File: config.mk
export PLATFORM = sky130hd
export DESIGN_NAME = time_keeper
export DESIGN_NICKNAME = d
export VERILOG_FILES = /design/src/rtl/clock_pkg.sv /design/src/rtl/bcd_digit.sv /design/src/rtl/time_keeper.sv
export SDC_FILE = /design/constraint.sdc
export NUM_CORES = 1
export LEC_CHECK = 0
export CAP_MARGIN = 20
export CELL_PAD_IN_SITES_DETAIL_PLACEMENT = 1
export CELL_PAD_IN_SITES_GLOBAL_PLACEMENT = 1
export CORE_ASPECT_RATIO = 1.5
export CORE_MARGIN = 4
export CORE_UTILIZATION = 41
export DETAILED_ROUTE_END_ITERATION = 12
export PLACE_DENSITY_LB_ADDON = 0.1
export SETUP_SLACK_MARGIN = 0.1
export SYNTH_ARGS = -nofsm -noshare
export SYNTH_HDL_FRONTEND = slang
export SYNTH_HIERARCHICAL = 1
export SYNTH_SLANG_ARGS = --single-unit
File: constraint.sdc
create_clock -name clk -period 8 [get_ports clk]
set_input_delay 1.2 -clock clk [delete_from_list [all_inputs] [get_ports clk]]
set_output_delay 1.2 -clock clk [all_outputs]
set_load 0.005 [all_outputs]
File: src/rtl/clock_pkg.sv
// Shared types and constants for the time-of-day core and the display driver.
package clock_pkg;

  typedef enum logic [1:0] {
    SETUP   = 2'b00,
    TIME24  = 2'b01,
    SECONDS = 2'b10,
    TIME12  = 2'b11
  } mode_e;

  typedef enum logic [1:0] {
    FIRSTDIGIT  = 2'd0,
    SECONDDIGIT = 2'd1,
    THIRDDIGIT  = 2'd2,
    FOURTHDIGIT = 2'd3
  } location_e;

  localparam logic [3:0] MAX_NINE  = 4'd9;
  localparam logic [3:0] MAX_FIVE  = 4'd5;
  localparam logic [3:0] MAX_TWO   = 4'd2;
  localparam logic [3:0] MAX_THREE = 4'd3;

  function automatic mode_e next_mode(input mode_e m);
    case (m)
      TIME24:  return SECONDS;
      SECONDS: return TIME12;
      TIME12:  return SETUP;
      default: return TIME24;
    endcase
  endfunction

endpackage

File: src/rtl/bcd_digit.sv
// Single BCD digit counter: wraps at MAX, load overrides increment.
module bcd_digit
  import clock_pkg::*;
#(
  parameter logic [3:0] MAX = MAX_NINE
) (
  input  logic       clk,
  input  logic       rst_n,
  input  logic       en_i,
  input  logic       ld_i,
  input  logic [3:0] ld_val_i,
  output logic [3:0] q_o,
  output logic       co_o
);

  logic [3:0] cnt_q, cnt_d;

  always_comb begin
    cnt_d = cnt_q;
    if (ld_i)      cnt_d = ld_val_i;
    else if (en_i) cnt_d = (cnt_q == MAX) ? '0 : cnt_q + 4'd1;
  end

  always_ff @(posedge clk or negedge rst_n) begin
    if (!rst_n) cnt_q <= '0;
    else        cnt_q <= cnt_d;
  end

  assign q_o  = cnt_q;
  assign co_o = en_i && (cnt_q == MAX);

endmodule

File: src/rtl/time_keeper.sv
// 24-hour BCD time-of-day core with 1 Hz prescaler, blink divider,
// display mode sequencing and setup-digit editing.
module time_keeper
  import clock_pkg::*;
#(
  parameter int unsigned CLK_HZ = 50_000_000
) (
  input  logic       clk,
  input  logic       rst_n,
  input  logic       modeBtn,
  input  logic       nextBtn,
  input  logic       incBtn,
  output logic [1:0] mode,
  output logic [1:0] location,
  output logic [3:0] hoursUpper,
  output logic [3:0] hoursLower,
  output logic [3:0] minutesUpper,
  output logic [3:0] minutesLower,
  output logic [3:0] secondsUpper,
  output logic [3:0] secondsLower,
  output logic       pm,
  output logic       blink,
  output logic       tick1Hz
);

  localparam int unsigned PW = $clog2(CLK_HZ);
  localparam logic [PW-1:0] PRE_TC = PW'(CLK_HZ - 1);
  localparam logic [PW-1:0] BLK_TC = PW'(CLK_HZ / 2 - 1);

  mode_e         mode_q, mode_d;
  location_e     loc_q, loc_d;
  logic [PW-1:0] pre_q, pre_d, blk_q, blk_d;
  logic          blink_q, blink_d, tick_q;
  logic          run, tick, enter_setup, next_act, inc_act;

  assign run         = (mode_q != SETUP);
  assign tick        = run && (pre_q == PRE_TC);
  assign enter_setup = modeBtn && (next_mode(mode_q) == SETUP);
  assign next_act    = nextBtn && !modeBtn && !run;
  assign inc_act     = incBtn && !modeBtn && !nextBtn && !run;

  always_comb begin
    mode_d  = mode_q;
    loc_d   = loc_q;
    pre_d   = pre_q;
    blk_d   = blk_q;
    blink_d = blink_q;
    if (modeBtn) begin
      mode_d = next_mode(mode_q);
      if (mode_d == SETUP) loc_d = FIRSTDIGIT;
    end else if (next_act) begin
      loc_d = location_e'(loc_q + 2'd1);
    end
    if (!run || enter_setup || tick) pre_d = '0;
    else                             pre_d = pre_q + 1'b1;
    if (blk_q == BLK_TC) begin
      blk_d   = '0;
      blink_d = ~blink_q;
    end else begin
      blk_d = blk_q + 1'b1;
    end
  end

  always_ff @(posedge clk or negedge rst_n) begin
    if (!rst_n) begin
      mode_q  <= TIME24;
      loc_q   <= FIRSTDIGIT;
      pre_q   <= '0;
      blk_q   <= '0;
      blink_q <= 1'b0;
      tick_q  <= 1'b0;
    end else begin
      mode_q  <= mode_d;
      loc_q   <= loc_d;
      pre_q   <= pre_d;
      blk_q   <= blk_d;
      blink_q <= blink_d;
      tick_q  <= tick;
    end
  end

  logic [3:0] sl, su, ml, mu, hl, hu;
  logic       sl_co, su_co, ml_co, mu_co, hl_co, hu_co_unused;
  logic       inc_hu, inc_hl, inc_mu, inc_ml;
  logic       day_wrap, hl_wrap_set, hl_clamp;

  assign inc_hu = inc_act && (loc_q == FIRSTDIGIT);
  assign inc_hl = inc_act && (loc_q == SECONDDIGIT);
  assign inc_mu = inc_act && (loc_q == THIRDDIGIT);
  assign inc_ml = inc_act && (loc_q == FOURTHDIGIT);

  // Carries only count on a tick; setup increments must not ripple.
  assign day_wrap    = tick && mu_co && (hu == MAX_TWO) && (hl == MAX_THREE);
  assign hl_wrap_set = inc_hl && (hu == MAX_TWO) && (hl == MAX_THREE);
  assign hl_clamp    = inc_hu && (hu == 4'd1) && (hl > MAX_THREE);

  bcd_digit #(.MAX(MAX_NINE)) u_sl (
    .clk(clk), .rst_n(rst_n), .en_i(tick), .ld_i(enter_setup), .ld_val_i('0),
    .q_o(sl), .co_o(sl_co));
  bcd_digit #(.MAX(MAX_FIVE)) u_su (
    .clk(clk), .rst_n(rst_n), .en_i(sl_co), .ld_i(enter_setup), .ld_val_i('0),
    .q_o(su), .co_o(su_co));
  bcd_digit #(.MAX(MAX_NINE)) u_ml (
    .clk(clk), .rst_n(rst_n), .en_i(su_co || inc_ml), .ld_i(1'b0), .ld_val_i('0),
    .q_o(ml), .co_o(ml_co));
  bcd_digit #(.MAX(MAX_FIVE)) u_mu (
    .clk(clk), .rst_n(rst_n), .en_i((ml_co && tick) || inc_mu), .ld_i(1'b0), .ld_val_i('0),
    .q_o(mu), .co_o(mu_co));
  bcd_digit #(.MAX(MAX_NINE)) u_hl (
    .clk(clk), .rst_n(rst_n), .en_i((mu_co && tick) || inc_hl),
    .ld_i(day_wrap || hl_wrap_set || hl_clamp), .ld_val_i(hl_clamp ? MAX_THREE : 4'd0),
    .q_o(hl), .co_o(hl_co));
  bcd_digit #(.MAX(MAX_TWO)) u_hu (
    .clk(clk), .rst_n(rst_n), .en_i((hl_co && tick) || inc_hu), .ld_i(day_wrap), .ld_val_i('0),
    .q_o(hu), .co_o(hu_co_unused));

  assign mode         = mode_q;
  assign location     = loc_q;
  assign hoursUpper   = hu;
  assign hoursLower   = hl;
  assign minutesUpper = mu;
  assign minutesLower = ml;
  assign secondsUpper = su;
  assign secondsLower = sl;
  assign pm           = (hu == MAX_TWO) || ((hu == 4'd1) && (hl >= 4'd2));
  assign blink        = blink_q;
  assign tick1Hz      = tick_q;

endmodule

# After elaboration in Yosys (flattened, before gate mapping)

Index checks and enable logic that the tools add are counted.

Bits in registers: 82
Bits of input ports: 5
Output and inout port bits: 31
Logic and storage cells: 111

Add/subtract/negate cells: 9
Order comparisons: 2
Equality and inequality tests: 17
Muxes and demuxes: 22
Bitwise gates (word level): 1
Reduce and logical (&&, ||, !) cells: 48

Operators by type and width:

| cell                    | count |
|---|---|
| $mux W4                 | 14 |
| $add A26 B1 Y26 const B | 2 |
| $mux W26                | 2 |
| $eq A26 B25 Y1 const B  | 1 |
| $eq A26 B26 Y1 const B  | 1 |
| $logic_and A1 B1 Y1     | 26 |
| $add A4 B1 Y4 const B   | 6 |
| $eq A4 B4 Y1 const B    | 3 |
| $reduce_bool A2 Y1      | 6 |
| $mux W2                 | 5 |
| $logic_or A1 B1 Y1      | 9 |
| $eq A2 B2 Y1 const B    | 4 |
| $eq A4 B2 Y1 const B    | 2 |
| $eq A4 B3 Y1 const B    | 2 |
| $logic_not A2 Y1        | 3 |
| $pmux W2 S3             | 1 |
| $eq A2 B1 Y1 const B    | 2 |
| $eq A4 B1 Y1 const B    | 1 |
| $ge A4 B2 Y1 const B    | 1 |
| $gt A4 B2 Y1 const B    | 1 |
| $logic_not A1 Y1        | 3 |
| $add A2 B1 Y2 const B   | 1 |
| $ne A2 B1 Y1 const B    | 1 |
| $reduce_and A2 Y1       | 1 |
| $not A1 Y1              | 1 |

# Logic depth before layout (Yosys ltp)

Word-level depth: 17
Mapped depth: 24
Gate-level depth less buffers: 24

# Hierarchy

The synthesis kept the hierarchy.

Modules (own cells, without submodules):

| module                | times used | cells each | area an instance (µm²) | sequential area each (µm²) |
|---|---|---|---|---|
| time_keeper           | 1          | 320        | 3091.7                 | 1452.6 |
| bcd_digit at u_hl ... | 3          | 24         | 221.5                  | 100.1 |
| bcd_digit at u_mu ... | 2          | 27         | 234.0                  | 100.1 |
| bcd_digit at u_hu     | 1          | 24         | 215.2                  | 100.1 |

# Least setup slack after synthesis

OpenSTA, ideal clock, no wires.

Path kind: reg2reg
Start point: register mode_q[0] (netlist: mode[0])
End point: register u_hu.cnt_q[3] (netlist: u_hu/q_o[3])
Library setup time: 0.076 ns
Arrival: 5.023 ns
Required time: 7.924 ns
Setup slack: 2.901 ns
Cell stages (with the launch flop): 25
Path buffers: 0
Clock period less this slack: 5.099 ns
Cells stage by stage: dfstp_2 > inv_1 > ha_1 > nor4b_1 > nand3_1 > nor2_1 > nand2_2 > nor3b_1 > nand2_2 > nor4b_1 > a21o_1 > nand2_2 > nor3b_1 > a22o_1 > nand2_2 > nor4b_1 > nand3_1 > o21ai_0 > nand2_2 > nor3b_1 > nand3_1 > nand2_1 > nand4_1 > xor2_1 > o21ai_1

Longest elaborated chain between the ends: 15
Elaborated cells on any way between the ends: 24
Those cells by class: mux (1); reduce/logical (23)

Ends and longest elaborated chain:

| element                      | RTL line           | RTL |
|---|---|---|
| start: declaration           | time_keeper.sv:30  | `mode_e mode_q, mode_d;` |
| start signal: assignment     | time_keeper.sv:73  | `mode_q <= mode_d;` |
| $reduce_bool A2 Y1           | time_keeper.sv:36  | `assign run = (mode_q != SETUP);` |
| $logic_and A1 B1 Y1          | time_keeper.sv:37  | `assign tick = run && (pre_q == PRE_TC);` |
| via tick                     | time_keeper.sv:34  | `logic run, tick, enter_setup, next_act, inc_act;` |
| $logic_and A1 B1 Y1          | bcd_digit.sv:30    | `assign co_o = en_i && (cnt_q == MAX);` |
| via sl_co                    | time_keeper.sv:83  | `logic sl_co, su_co, ml_co, mu_co, hl_co, hu_co_unused;` |
| $logic_and A1 B1 Y1          | bcd_digit.sv:30    |  |
| via su_co                    | time_keeper.sv:83  |  |
| $logic_or A1 B1 Y1           | time_keeper.sv:104 | `.clk(clk), .rst_n(rst_n), .en_i(su_co \|\| inc_ml), .ld_i(1'b0), .ld_val_i('0),` |
| (+1 left out)                | -                  |  |
| via ml_co                    | time_keeper.sv:83  |  |
| (+3 left out)                | -                  |  |
| via mu_co                    | time_keeper.sv:83  |  |
| $logic_and A1 B1 Y1          | time_keeper.sv:110 | `.clk(clk), .rst_n(rst_n), .en_i((mu_co && tick) \|\| inc_hl),` |
| $logic_or A1 B1 Y1           | time_keeper.sv:110 |  |
| $logic_and A1 B1 Y1          | bcd_digit.sv:30    |  |
| via hl_co                    | time_keeper.sv:83  |  |
| $logic_and A1 B1 Y1          | time_keeper.sv:114 | `.clk(clk), .rst_n(rst_n), .en_i((hl_co && tick) \|\| inc_hu), .ld_i(day_wrap), .ld_val_i('0),` |
| $logic_or A1 B1 Y1           | time_keeper.sv:114 |  |
| $reduce_bool A2 Y1 (no line) | -                  |  |
| end signal: assignment       | bcd_digit.sv:26    | `else cnt_q <= cnt_d;` |
| end: declaration             | bcd_digit.sv:16    | `logic [3:0] cnt_q, cnt_d;` |

The timed path passes the listed nets, and every way through them passes these cells.
A chain may end at the register's enable or synchronous reset.

# Worst setup path after layout

Start point: register mode_q[0] (netlist: mode[0])
End point: register u_hu.cnt_q[2] (netlist: u_hu/q_o[2])

Same word-level chain as after synthesis.

==> results.json <==
{
  "fp-row-count": 46,
  "yosys_warnings": 6,
  "status": "finished, final reports clean",
  "dp_hpwl_um": 7580,
  "placed_cells": 676,
  "diodes": 0,
  "cts_resized": 0,
  "seqPwrFrac_pct": 42.2,
  "crit_arrival_ps": 6400,
  "floorplan.initialDensity_pct": 41.8,
  "whs_path_depth": 1,
  "clk_latency_ps": 340,
  "final_antenna_net_count": 0,
  "final_cells": 693,
  "setup_slack_ps": 1860,
  "tns_ps": 0,
  "whs_ps": 475,
  "grt_usage_pct": 18.2,
  "first_pass_iters": 4,
  "startpoint_type": "flop",
  "syn_area_per_cell_um2": 9.47,
  "rrSetupSlack_ps": 1860,
  "die_w_um": 92.9,
  "fp.dieH_um": 135,
  "clk_path_buf_depth": 2,
  "cts_hold_buffers": 0,
  "grt_overflow": 0,
  "sw_frac_of_total_pct": 30.3,
  "wl_um": 10600,
  "switching_power_mw": 0.393,
  "relSlewSlack_pct": 39.3,
  "cts_setup_buffers": 0,
  "clk_pin_slew_ps": 70,
  "p_leak_nw": 2.33,
  "pwr-share-clk_pct": 35.2,
  "area_growth_pct": 22.2,
  "htreeDepth": 3,
  "cts_tree": "built",
  "fmax_ghz": 0.163,
  "critPathKind": "reg -> reg",
  "num_vias": 3626,
  "hold_viol_final": 0,
  "num-fill-cells": 1275,
  "p_comb_share_pct": 22.6,
  "dpl_worst_slack_ps": 1850,
  "p_per_area_mw_per_mm2": 240,
  "nNetsFinal": 558,
  "synth_area_mm2": 0.00443,
  "cts.sinks": 82,
  "r2r_cells": 24,
  "skew_ps": 10.4,
  "die_area_mm2": 0.0126,
  "cts_buffers": 9,
  "rsz0062_at_grt": "no",
  "worst_ep_required_time_ps": 8270,
  "avgRoutedWirePerCell_um": 15.2,
  "cts_root_buf": "clkbuf_16",
  "grt_pass1_wl_um": 18400,
  "drcViolationCount": 0,
  "peakVddDrop_v": 0.000134,
  "crit_path_cell_trace": "inv_1 > ha_1 > nor4b_1 > nand3_1 > nor2_1 > nand2_2 > nor3b_1 > nand2_2 > nor4b_1 > a21o_1 > nand2_2 > nor3b_1 > a22o_1 > nand2_2 > nor4b_1 > nand3_1 > o21ai_0 > nand2_2 > nor3b_1 > nand3_1 > nand2_1 > nand3_1 > xor2_1 > o21ai_1",
  "drive_gt1_share_pct": 7.10,
  "grt_max_degree": 83,
  "antenna_found_initial": 0,
  "slowest_delay_ps": 570,
  "r2r-start": "mode[0]",
  "p_int_mw": 0.904,
  "worst_path_most_repeated_cell": "nand2_2",
  "finalMaxSlewViolations": 0,
  "cp_slowest_cell": "nor3b_1",
  "final.min_clock_period_ps": 6140,
  "setup_viol": 0,
  "gp_congestion": 0.778,
  "cp_max_fo": 6,
  "end_kind": "flop",
  "hp-start": "blk_q[25]",
  "core_mm2": 0.0106,
  "worst_hold_path_type": "reg -> reg",
  "whs_endpoint": "blk_q[25]",
  "ios": 36,
  "grt_pass1_vias": 3897,
  "totalPowerFinal_mw": 1.30,
  "regToRegEndpoint": "u_hu/q_o[2]",
  "worst_slew_pin_slew_ps": 901,
  "drt_iter0_markers": 99,
  "vias_per_cell": 5.23,
  "port_buffers": 35,
  "maxCapViolations": 0,
  "fin_crit_sh_pct": 76.7,
  "synth_cells": 468
}
## metal layers
metal  track usage, %  share of wire [%]  vias to the layer above
met5                0                  0                        -
met4             5.70                1.1                        0
met3             3.39                2.3                        6
met2             33.5                 54                       34
met1             21.0                 42                     1822
li1                 -                  -                     1764
## registers in the layout, indices dropped and copies added (netlist names)
signal    flops
blink         1
u_mu/q_o      4
u_su/q_o      4
mode          2
u_sl/q_o      4
blk_q        26
u_ml/q_o      4
pre_q        26
tick1Hz       1
u_hu/q_o      4
location      2
u_hl/q_o      4
## layout make-up
| class | instances | area, um2 | area share (%) |
|---|---|---|---|
| sequential | 82 | 2050 | 37.9 |
| timing repair buffer | 36 | 375 | 6.93 |
| multi-input combinational | 403 | 2430 | 44.9 |
| tap | 144 | 180 | 3.33 |
| clock buffer | 10 | 239 | 4.41 |
| inverter | 12 | 45.0 | 0.832 |
| clock inverter | 6 | 90.1 | 1.66 |
## worst max-delay path: cells and delay by family, from the launching register on
family,cells,cell delay (ps)
buf+inv,1,70
fa+ha+maj,1,250
flops,1,540
simple gates,17,3930
compound gates,4,1120
xor+xnor,1,160
## how the worst max path moves through the flow
stage | cells after the start | start | end
5_1_grt | 24 | mode[0] | u_hu/q_o[3]
2_1_floorplan | 24 | mode[0] | u_hu/q_o[3]
3_3_place_gp | 24 | mode[0] | u_hu/q_o[3]
3_5_place_dp | 24 | mode[0] | u_hu/q_o[3]
4_1_cts | 24 | mode[0] | u_hu/q_o[3]
6_report | 24 | mode[0] | u_hu/q_o[2]
## through the flow
| step | util, % | area [um2] |
|---|---|---|
| after floorplan | - | 4570 |
| after global placement | 47.8 | 5060 |
| after detailed placement | 47.8 | 5060 |
| after CTS | 50.9 | 5390 |
| after global routing | 51.1 | 5410 |
| final | 51.1 | 5410 |
## layout by cell type (no fill, tap or decap), types with 4 or more instances in the layout
| cell type | instances |
|---|---|
| nor2_1 | 58 |
| and3_1 | 12 |
| nand4_1 | 18 |
| conb_1 | 37 |
| nand3_1 | 36 |
| nor4_1 | 4 |
| nor3b_1 | 4 |
| nand2_2 | 5 |
| nand2b_1 | 4 |
| ha_1 | 9 |
| clkbuf_16 | 9 |
| xnor2_1 | 24 |
| inv_1 | 12 |
| o21ai_1 | 8 |
| nor2b_1 | 12 |
| xor2_1 | 29 |
| o21ai_0 | 25 |
| dfrtp_1 | 81 |
| nor3_1 | 5 |
| a31oi_1 | 5 |
| clkdlybuf4s50_1 | 34 |
| or3_1 | 4 |
| nand2_1 | 42 |
| a21oi_1 | 9 |
| nor4b_1 | 5 |
## power by group through the flow
stage | sequential, mW | clock (mW) | combinational (mW)
6_report | 0.548 | 0.457 | 0.293
5_1_grt | 0.562 | 0.487 | 0.328
4_1_cts | 0.549 | 0.468 | 0.298
3_5_place_dp | 0.556 | 0 | 0.295
3_3_place_gp | 0.552 | 0 | 0.284
2_1_floorplan | 0.536 | 0 | 0.164
(Power assumes the default switching activity.)
